<file path="config.mk">
export PLATFORM = sky130hd
export DESIGN_NAME = alu_result_stage
export DESIGN_NICKNAME = d
export VERILOG_FILES = /design/src/rtl/alu_result_stage.sv
export SDC_FILE = /design/constraint.sdc
export NUM_CORES = 1
export LEC_CHECK = 0
export BUFFER_PORTS_ARGS = -buffer_cell sky130_fd_sc_hd__buf_2
export CAP_MARGIN = 25
export CORE_ASPECT_RATIO = 0.9
export CORE_MARGIN = 2
export CORE_UTILIZATION = 48
export DETAILED_ROUTE_END_ITERATION = 10
export HOLD_SLACK_MARGIN = 0.03
export PLACE_DENSITY = 0.76
export SYNTH_ARGS = -nofsm -noshare
export SYNTH_HDL_FRONTEND = slang
export SYNTH_SLANG_ARGS = --single-unit
</file>
<file path="constraint.sdc">
create_clock -name clk -period 1.9 [get_ports clk]
set_clock_uncertainty 0.2 [all_clocks]
set_input_delay 0.285 -clock clk [delete_from_list [all_inputs] [get_ports clk]]
set_output_delay 0.285 -clock clk [all_outputs]
set_load 0.05 [all_outputs]
</file>
<file path="src/rtl/alu_result_stage.sv">
// alu_result_stage: classifies ALU results, queues them in a 2-entry FIFO for writeback
// and keeps sticky overflow / illegal-function exception state.
module alu_result_stage (
    input  logic        clk,
    input  logic        rst_n,
    input  logic        in_valid,
    output logic        in_ready,
    input  logic [5:0]  func,
    input  logic [31:0] alu_o,
    input  logic        alu_ov,
    input  logic [4:0]  dest,
    input  logic        trap_en,
    output logic        out_valid,
    input  logic        out_ready,
    output logic [31:0] out_data,
    output logic [4:0]  out_dest,
    output logic        out_we,
    output logic        out_br,
    output logic        exc_ov,
    output logic        exc_illegal,
    input  logic        exc_clear,
    output logic [7:0]  exc_count
);
    logic [31:0] mem_data [2];
    logic [4:0]  mem_dest [2];
    logic [1:0]  mem_we;
    logic [1:0]  mem_br;
    logic        wr_ptr;
    logic        rd_ptr;
    logic [1:0]  count;
    logic        is_arith;
    logic        is_logic;
    logic        is_branch;
    logic        is_illegal;
    logic        trap;
    logic        we_in;
    logic        push;
    logic        pop;

    always_comb begin
        is_arith   = func == 6'b000010 || func == 6'b000100;
        is_logic   = func inside {6'b001000, 6'b010000, 6'b100000, 6'b000011,
                                  6'b000101, 6'b001001, 6'b010001};
        is_branch  = func == 6'b100001 || func == 6'b100011;
        is_illegal = !(is_arith || is_logic || is_branch);
        trap       = is_arith && trap_en && alu_ov;
        we_in      = !(trap || is_branch || is_illegal || dest == 5'd0);
    end

    // in_ready depends only on the occupancy register, never on out_ready
    assign in_ready  = !count[1];
    assign out_valid = |count;
    assign push      = in_valid && in_ready;
    assign pop       = out_valid && out_ready;
    assign out_data  = mem_data[rd_ptr];
    assign out_dest  = mem_dest[rd_ptr];
    assign out_we    = mem_we[rd_ptr];
    assign out_br    = mem_br[rd_ptr];

    always_ff @(posedge clk or negedge rst_n) begin
        if (!rst_n) begin
            mem_data    <= '{default: '0};
            mem_dest    <= '{default: '0};
            mem_we      <= '0;
            mem_br      <= '0;
            wr_ptr      <= 1'b0;
            rd_ptr      <= 1'b0;
            count       <= '0;
            exc_ov      <= 1'b0;
            exc_illegal <= 1'b0;
            exc_count   <= '0;
        end else begin
            if (push) begin
                mem_data[wr_ptr] <= alu_o;
                mem_dest[wr_ptr] <= dest;
                mem_we[wr_ptr]   <= we_in;
                mem_br[wr_ptr]   <= is_branch && alu_ov;
                wr_ptr           <= ~wr_ptr;
            end
            if (pop)
                rd_ptr <= ~rd_ptr;
            count       <= count + {1'b0, push} - {1'b0, pop};
            // a new exception beats a simultaneous clear
            exc_ov      <= (push && trap) || (exc_ov && !exc_clear);
            exc_illegal <= (push && is_illegal) || (exc_illegal && !exc_clear);
            if (push && trap && exc_count != 8'hff)
                exc_count <= exc_count + 8'd1;
        end
    end
endmodule

</file>
[Word-level counts from Yosys, hierarchy flattened]
Cells that the tools add are included.
Word-level totals
  flip-flop bits (word level): 92
  latch bits: 0
  memory bits (writable): 0
  memory bits (read-only): 0
  bits of input ports: 50
  word-level logic and storage cells: 85
  memories kept: 0
Operators by class
  $add $sub $neg: 3
  $mul: 0
  divide/modulo/power cells: 0
  $lt $le $gt $ge: 6
  eq/ne operators: 12
  shift-type cells: 0
  muxes and demuxes: 20
  bitwise operators: 4
  reduce and logical (&&, ||, !) cells: 28
Operators with widths (count)
  $mux W32: 4
  $bwmux W64: 1
  $demux W32 S1: 1
  $mux W5: 4
  $eq A6 B6 Y1 const B: 3
  $eq A6 B2 Y1 const B: 2
  $eq A6 B3 Y1 const B: 2
  $eq A6 B4 Y1 const B: 2
  $eq A6 B5 Y1 const B: 2
  $logic_and A1 B1 Y1: 12
  $bwmux W10: 1
  $logic_or A1 B1 Y1: 9
  $add A8 B1 Y8 const B: 1
  $ne A8 B8 Y1 const B: 1
  $reduce_bool A7 Y1: 1
  $demux W5 S1: 1
  $logic_not A5 Y1: 1
  $mux W1: 5
  $bwmux W2: 2
  $ge A2 B2 Y1 const B: 2
  $logic_not A1 Y1: 4
  $lt A1 B2 Y1 const B: 2
  $not A1 Y2: 2
  $add A2 B1 Y2: 1
  6 further kinds: 7

[Depth between registers and ports, before layout]
Gate-level depths: netlist of the first run.
  depth in word-level cells: 9
  depth in mapped cells: 7

[Worst setup path before layout of the first run]
OpenSTA, ideal clock, no wires.
  path kind: flip-flop to flip-flop
  from: reg count[1]
  to: reg count[1]
  library setup time: 0.123 ns
  arrival time: 1.755 ns
  required time: 1.577 ns
  path slack: -0.178 ns
  stages on the path, launching flop included: 8
  path buffers: 0
  clock period less this slack: 2.078 ns
  cell sequence: dfrtp_1 > or2_2 > and2_1 > ha_1 > inv_1 > ha_1 > xnor2_1 > xnor2_1
Between the ends
  elaborated cells between the ends (all ways): 6
  those cells by class: 2 x add/sub; 4 x reduce/logical
RTL lines
  start, declared: RTL line 30  | logic [1:0] count;
  start signal, assigned: RTL line 82  | count <= count + {1'b0, push} - {1'b0, pop};
  $reduce_or A2 Y1: RTL line 52  | assign out_valid = |count;
  via out_valid: RTL line 13  | output logic out_valid,
  $logic_and A1 B1 Y1: RTL line 54  | assign pop = out_valid && out_ready;
  via pop: RTL line 38  | logic pop;
  $sub A2 B1 Y2: RTL line 82
The timed path passes the listed nets, and every way through them passes these cells.
A chain may end at the register's enable or synchronous reset.

[Worst setup path in the final report of the first run]
  from: reg rd_ptr
  to: out out_data[4]
Between the ends
  cells in the longest elaborated chain, start to end: 4
Ends and longest elaborated chain
  start, declared: RTL line 29  | logic rd_ptr;
  start signal, assigned: RTL line 81  | rd_ptr <= ~rd_ptr;
  $not A1 Y2 (not written as such): RTL line 55  | assign out_data = mem_data[rd_ptr];
  $mux W32 (not written as such) (3 in series): RTL line 55
  end, declared: RTL line 15  | output logic [31:0] out_data,
Every way passes these cells. The select of a mux whose other input is x is not followed.

==> flow_summary.yaml, run 1 <==
logic_synthesis:
  syn_nets: 341
  synthCells: 288
  yosys_warnings: 0
  ys_ff_latch: 92
  ys_seq_area_share_pct: 56.0
  syn_area_sq_um: 4110
  synth_cell_types: 35
  syn_avg_cell_area_sq_um: 14.3
detailed_routing:
  first_pass_iters: 4
  detail_route.vias_per_cell: 4.97
  route.detailed.drc: 0
  routedWlPerCell_um: 15.2
  ant_nets: 0
  vias: 2791
  drtIter0Drc: 52
  wirelength_um: 8530
power_and_ir_drop:
  total_power_mw: 11.1
  leakage_nw: 2.65
  p_comb_share_pct: 58.6
  ir_drop_mv: 1.22
  switching_share_pct: 43.4
  power_switching_mw: 4.81
  clock_power_share_pct: 12.0
  internal_power_mw: 6.28
  p_per_area_nw_per_um2: 1940
  p_seq_share_pct: 29.4
worst_setup_path:
  slowest_delay_ns: 0.39
  cp.required_ns: 1.41
  startpoint_type: "flop"
  arrival_ns: 1.50
  path_cells: "buf_12 > mux2_2 > buf_6"
  crit_path_max_fanout: 30
  critPathKind: "reg2out"
  end_kind: "output pin"
  slowest_stage: "dfrtp_2"
placement:
  portBuffers: 100
  place_congestion: 0.738
  dp_slack_ns: 0.000417
  dp_hpwl_um: 5450
grt:
  antenna_found_initial: 0
  grt_pass1_wl_um: 13800
  grt_pass1_vias: 2988
  overflow: 0
  grt_usage_pct: 18.9
  grt_max_degree: 42
status:
  violations: "setup timing"
  status: "finished, violations left"
hold_path:
  worst_hold_path_type: "in2reg"
clock_network:
  htreeDepth: 3
  clkSinkCount: 92
  clk_latency_ns: 0.34
  clk_pin_slew_worst_paths_ns: 0.09
  cts_buffer_depth: 2
  clock_tree.root_cell: "clkbuf_8"
  tritoncts: "built"
  cts-buffers-inserted: 9
cells_and_area:
  diodes: 0
  final_common_cell: "mux2_2"
  synthToLayoutAreaGrowth_pct: 38.7
  drive_gt1_share_pct: 59.1
  final_cell_mix: "114 x mux2_2, 87 x dfrtp_1, 69 x buf_2"
  nets: 491
floorplan:
  coreArea_sq_um: 8450
  die_h_um: 91.8
  start_util_pct: 48.7
  io_pins: 101
  die_area_sq_um: 9320
  die_x_um: 102
  rows: 32
sta:
  slew_viol_final: 0
  relSlewSlack_pct: 69.0
  setup_violations: 39
  hold_violations: 0
  fin_crit_sh_pct: 105
  worst_slack_ns: -0.0897
  fin_crit_ns: 1.99
  rsz0062_at_grt: "yes"
  fmax_mhz: 503
  tightestPinTransition_ns: 0.454
flow_run:
  maxCapViolations: 0
-- synthesized netlist by cell type --
library cell / n / area (sq um)
xnor2_1: 2 / 17.5
xor2_1: 8 / 70.1
nand2b_1: 5 / 31.3
nor4_1: 2 / 12.5
nand4_2: 1 / 12.5
buf_1: 3 / 11.3
ha_1: 3 / 37.5
o31ai_1: 2 / 15.0
mux2_2: 115 / 1290
a22o_1: 1 / 8.76
and3b_2: 1 / 10.0
a21oi_1: 1 / 5.00
o21bai_1: 1 / 7.51
nor3_1: 2 / 10.0
or4_1: 1 / 7.51
and2b_1: 1 / 7.51
inv_1: 5 / 18.8
clkbuf_1: 1 / 3.75
nand4_1: 2 / 12.5
nor2_1: 3 / 11.3
a2111oi_0: 1 / 8.76
nand2_1: 10 / 37.5
o21ai_0: 3 / 15.0
and2_1: 1 / 6.26
nor4b_2: 1 / 15.0
nand3_1: 4 / 20.0
or2_2: 1 / 6.26
buf_2: 9 / 45.0
nor2b_1: 1 / 6.26
o211ai_1: 1 / 7.51
nor3_2: 1 / 10.0
nor3b_1: 1 / 7.51
and4bb_2: 1 / 12.5
dfrtp_1: 92 / 2300
o22ai_1: 1 / 6.26
-- sequential cells by signal (all words and copies together) (netlist names) --
name and count:
mem_br 2, mem_we 2, rd_ptr 1, wr_ptr 1
exc_illegal 1, mem_dest 10, exc_ov 1, count 2
mem_data 64, exc_count 8
-- per-stage QoR --
step | cells | setup TNS, ns | area (sq um) | hold slack, ns | utilization [%]
2_1_floorplan | 288 | 0 | 4120 | -0.211 | -
3_3_place_gp | 504 | 0 | 4860 | 0.0825 | 57.5
3_5_place_dp | 504 | 0 | 4860 | 0.0830 | 57.5
4_1_cts | 560 | -3.85 | 5660 | 0.0493 | 67.0
5_1_grt | 562 | -4.69 | 5700 | 0.0469 | 67.5
6_report | 562 | -2.77 | 5700 | 0.0619 | 67.5
-- final cells by class --
cell class,instances,area [sq um]
clock buffers,10,138
clock inverters,6,71.3
fillers,606,2740
inverters,5,18.8
multi-input cells,178,1780
flip-flops and latches,92,2310
well taps,119,149
repair buffers,152,1240
-- repair_timing --
| item | in CTS | in global routing |
|---|---|---|
| resized for setup | 61 | 6 |
| hold buffers | 39 | 0 |
| endpoints found under the setup margin | 40 | 42 |
| gates cloned | 0 | 0 |
| endpoints found under the hold margin | 110 | 0 |
| buffers inserted | 1 | 2 |
-- worst max-delay path, delay by kind of cell (launching register included) --
family   cells  cell delay, ns
buf+inv      2            0.38
flops        1            0.39
mux          1            0.38
-- power by group through the flow --
stage | Clock [mW] | Sequential, mW | Combinational (mW)
2_1_floorplan | 0 | 3.21 | 4.50
3_3_place_gp | 0 | 3.23 | 5.54
3_5_place_dp | 0 | 3.30 | 5.62
4_1_cts | 1.38 | 3.26 | 6.43
5_1_grt | 1.46 | 3.36 | 6.79
6_report | 1.33 | 3.26 | 6.50
-- worst paths after layout --
path / end / cells past startpoint / slack [ns] / from
min in group asynchronous: mem_data[59]$_DFFE_PN0P_ / 2 / 0.24 / rst_n
max in group asynchronous: mem_data[47]$_DFFE_PN0P_ / 3 / 0.70 / rst_n
setup reg to reg: count[1]$_DFF_PN0_ / 7 / 0.06 / count[1]$_DFF_PN0_
setup / recovery: out_data[4] / 3 / -0.09 / rd_ptr$_DFFE_PN0P_
hold / removal: rd_ptr$_DFFE_PN0P_ / 3 / 0.06 / out_ready
hold reg to reg: mem_we[1]$_DFFE_PN0P_ / 2 / 0.28 / mem_we[1]$_DFFE_PN0P_
-- kinds of logic (layout without fill, tap and decap cells) --
kind of cell,count (synthesis),in the layout,synth area share (%)
AOI/OAI and AO/OA,11,11,1.80
xor gates and xnor gates,10,10,2.13
and+or+nand+nor,39,39,5.75
buffers and inverters,18,173,1.92
muxes,115,115,31.5
DFF,92,92,56.0
adders and majority gates,3,3,0.913
-- layer usage --
metal	GRT usage, %	vias up	part of all wire (%)
met3	4.50	10	4.5
met1	22.2	1377	43
met2	33.3	68	51
met5	0	-	0
met4	6.53	0	1.4
li1	-	1336	-
Power figures use the tool's default switching activity.
==> inputs of run 2 (changes only) <==
Settings changed: CORE_UTILIZATION 48 to 59, CTS_BUF_LIST set to sky130_fd_sc_hd__clkbuf_4 sky130_fd_sc_hd__clkbuf_8, PLACE_DENSITY 0.76 to 0.87.
Clock period 1.9 ns to 2.51 ns, I/O delays scaled along.
==> flow_summary.yaml, run 2 (same netlist as run 1, synthesis figures left out) <==
status:
  status: "finished, final reports clean"
sta:
  final.setup.tns_ns: 0
  setup_violations: 0
  fmax_mhz: 427
  slew_viol_final: 0
  fin_crit_ns: 2.34
  fin_crit_sh_pct: 93.4
  rsz0062_at_grt: "no"
  relSlewSlack_pct: 62.1
  tightestPinTransition_ns: 0.568
  hold_violations: 0
clock_network:
  cts-buffers-inserted: 9
  clk_latency_ns: 0.35
  clkSinkCount: 92
  tritoncts: "built"
  clk_pin_slew_worst_paths_ns: 0.10
  clock_tree.root_cell: "clkbuf_8"
  htreeDepth: 3
  cts_buffer_depth: 2
cells_and_area:
  regMostFlops: "mem_data"
  diodes: 0
  final_common_cell: "mux2_2"
  synthToLayoutAreaGrowth_pct: 20.5
  final_cell_mix: "115 x mux2_2, 99 x buf_2, 91 x dfrtp_1"
  nets: 446
  final_cell_count_no_fill: 488
  largest_register_ffs: 64
  top_regs: "mem_data: 64 flops, mem_dest: 10 flops, exc_count: 8 flops"
  fillerInstances: 455
  drive_gt1_share_pct: 61.6
grt:
  grt_pass1_wl_um: 12600
  grt_usage_pct: 20.9
  grt_max_degree: 49
  overflow: 0
  antenna_found_initial: 0
  grt_pass1_vias: 2646
floorplan:
  die_h_um: 83.2
  die_area_sq_um: 7650
  io_pins: 101
  coreArea_sq_um: 6660
  start_util_pct: 61.8
  die_x_um: 92.0
  rows: 28
flow_run:
  maxCapViolations: 0
worst_setup_path:
  crit_path_max_fanout: 28
  critPathKind: "reg2out"
  cp.required_ns: 1.93
  startpoint_type: "flop"
  end_kind: "output pin"
  arrival_ns: 1.77
detailed_routing:
  detail_route.vias_per_cell: 5.43
  first_pass_iters: 4
  drtIter0Drc: 92
  wirelength_um: 7660
  route.detailed.drc: 0
  routedWlPerCell_um: 15.7
  ant_nets: 0
  vias: 2648
hold_path:
  worst_hold_path_type: "in2reg"
placement:
  dpl.cell_count: 470
  portBuffers: 100
  place_congestion: 0.870
  dp_hpwl_um: 5400
-- run 2: layer usage --
| metal | up-vias | share of wire (%) | GRT usage (%) |
|---|---|---|---|
| met3 | 13 | 6.2 | 6.26 |
| met1 | 1313 | 43 | 26.1 |
| met5 | - | 0 | 0 |
| li1 | 1240 | - | - |
| met4 | 0 | 1.9 | 9.77 |
| met2 | 82 | 49 | 33.8 |
-- run 2: metrics by stage --
step | worst slack (ns) | util (%) | hold WS (ns) | area, sq um
3_5_place_dp | 0.514 | 71.3 | 0.207 | 4750
2_1_floorplan | 0.432 | - | -0.119 | 4110
6_report | 0.166 | 74.4 | 0.0546 | 4950
3_3_place_gp | 0.525 | 71.3 | 0.199 | 4750
4_1_cts | 0.135 | 74.4 | 0.0361 | 4950
5_1_grt | 0.0982 | 74.4 | 0.0394 | 4950
-- run 2: final timing paths --
path | slack [ns] | startpoint | to | cells after the start
setup / recovery | 0.17 | rd_ptr$_DFFE_PN0P_ | out_dest[0] | 3
hold / removal | 0.05 | alu_o[20] | mem_data[20]$_DFFE_PN0P_ | 2
setup reg to reg | 0.51 | count[1]$_DFF_PN0_ | count[1]$_DFF_PN0_ | 7
hold reg to reg | 0.30 | mem_we[0]$_DFFE_PN0P_ | mem_we[0]$_DFFE_PN0P_ | 2
max in group asynchronous | 1.11 | rst_n | rd_ptr$_DFFE_PN0P_ | 3
min in group asynchronous | 0.34 | rst_n | mem_data[27]$_DFFE_PN0P_ | 2
-- run 2: layout make-up --
class | count | area, sq um | share of cell area (%)
clock buffer | 10 | 138 | 2.78
clock inverter | 6 | 46.3 | 0.935
inverter | 5 | 18.8 | 0.379
multi-input combinational | 178 | 1740 | 35.0
sequential | 92 | 2300 | 46.5
tap | 90 | 113 | 2.27
timing repair buffer | 107 | 598 | 12.1
-- run 2: what timing repair did --
item | CTS | global route
hold endpoints to repair | 45 | 0
buffers inserted | 0 | 0
resized for setup | 0 | 0
hold buffers | 2 | 0
-- run 2: worst max-delay path: stages, from the launching register on --
cell,delay (ns)
dfrtp_2,0.58
buf_12,0.25
mux2_2,0.37
buf_2,0.21
Power of run 2 is not shown: default switching activity piles up to over one toggle a cycle in this logic, so the estimate is an artifact.
==> inputs of run 3 (changes only) <==
Settings changed: RECOVER_POWER set to 25.
==> flow_summary.yaml, run 3 (same netlist as run 1, synthesis figures left out) <==
clock_network:
  htreeDepth: 3
  clk_pin_slew_worst_paths_ns: 0.10
  clkSinkCount: 92
  cts_setup_buffers: 0
  clk_latency_ns: 0.35
  clock_tree.root_cell: "clkbuf_8"
  cts-buffers-inserted: 9
  tritoncts: "built"
  cts_buffer_depth: 2
  post_cts_resized: 0
status:
  status: "finished, final reports clean"
floorplan:
  coreArea_sq_um: 6660
  die_h_um: 83.2
  io_pins: 101
  start_util_pct: 61.8
  rows: 28
  die_x_um: 92.0
  die_area_sq_um: 7650
worst_setup_path:
  critPathKind: "reg2out"
  cp.required_ns: 1.93
  arrival_ns: 1.76
  end_kind: "output pin"
  startpoint_type: "flop"
  crit_path_max_fanout: 28
detailed_routing:
  vias: 2651
  detail_route.vias_per_cell: 5.43
  first_pass_iters: 4
  drtIter0Drc: 76
  wirelength_um: 7650
  routedWlPerCell_um: 15.7
  route.detailed.drc: 0
  ant_nets: 0
sta:
  slew_viol_final: 0
  final.setup.tns_ns: 0
  tightestPinTransition_ns: 1.09
  fin_crit_ns: 2.33
  hold_violations: 0
  relSlewSlack_pct: 27.2
  fmax_mhz: 429
  fin_crit_sh_pct: 92.9
  rsz0062_at_grt: "no"
  setup_violations: 0
grt:
  grt_pass1_wl_um: 12600
  antenna_found_initial: 0
  overflow: 0
  grt_max_degree: 49
  grt_usage_pct: 20.9
  grt_pass1_vias: 2646
hold_path:
  worst_hold_path_type: "in2reg"
cells_and_area:
  regMostFlops: "mem_data"
  final_cell_mix: "115 x mux2_2, 99 x buf_2, 91 x dfrtp_1"
  diodes: 0
  fillerInstances: 458
  top_regs: "mem_data: 64 flops, mem_dest: 10 flops, exc_count: 8 flops"
  postLayoutCellArea_sq_um: 4930
  nets: 446
  synthToLayoutAreaGrowth_pct: 20.0
  final_common_cell: "mux2_2"
  drive_gt1_share_pct: 61.6
  largest_register_ffs: 64
placement:
  place_area_sq_um: 4750
  portBuffers: 100
  dp_hpwl_um: 5400
  place_congestion: 0.870
flow_run:
  maxCapViolations: 0
-- run 3: final timing paths --
kind                                        from                       end  slack (ns)  cells past startpoint
setup / recovery              rd_ptr$_DFFE_PN0P_              out_data[24]        0.18                      3
hold / removal                         alu_o[20]  mem_data[20]$_DFFE_PN0P_        0.06                      2
setup reg to reg              count[1]$_DFF_PN0_  mem_data[54]$_DFFE_PN0P_        0.20                      4
hold reg to reg            mem_we[0]$_DFFE_PN0P_     mem_we[0]$_DFFE_PN0P_        0.29                      2
max in group asynchronous                  rst_n        rd_ptr$_DFFE_PN0P_        0.74                      3
min in group asynchronous                  rst_n  mem_data[27]$_DFFE_PN0P_        0.55                      2
-- run 3: worst max-delay path, stage by stage (launching register included) --
cell and delay, ns:
dfrtp_2 0.57, buf_12 0.25, mux2_2 0.36, buf_2 0.21
-- run 3: what timing repair did --
action | CTS | global route
endpoints found under the setup margin | 0 | 0
hold endpoints to repair | 45 | 0
hold buffers | 2 | 0
-- run 3: final cells by class --
cell class / count / area [sq um] / area share, %
sequential: 92 / 2300 / 46.7
multi-input combinational: 178 / 1740 / 35.2
timing repair buffer: 107 / 581 / 11.8
clock buffer: 10 / 138 / 2.79
tap: 90 / 113 / 2.28
clock inverter: 6 / 46.3 / 0.938
inverter: 5 / 18.8 / 0.380
-- run 3: stage by stage --
step / utilization, % / hold slack, ns / setup slack [ns] / instances
after detailed placement: 71.3 / 0.207 / 0.514 / 470
after floorplan: - / -0.119 / 0.432 / 288
after CTS: 74.4 / 0.0361 / 0.135 / 488
after global placement: 71.3 / 0.199 / 0.525 / 470
after global routing: 74.1 / 0.0395 / 0.0554 / 488
final: 74.1 / 0.0571 / 0.177 / 488
-- run 3: layer usage --
metal / vias up / GRT usage, % / part of all wire [%]
met5: - / 0 / 0
met2: 84 / 33.8 / 49
met1: 1312 / 26.1 / 42
li1: 1242 / - / -
met4: 0 / 9.77 / 2.0
met3: 13 / 6.26 / 6.4
Power of run 3 is left out for the same reason.
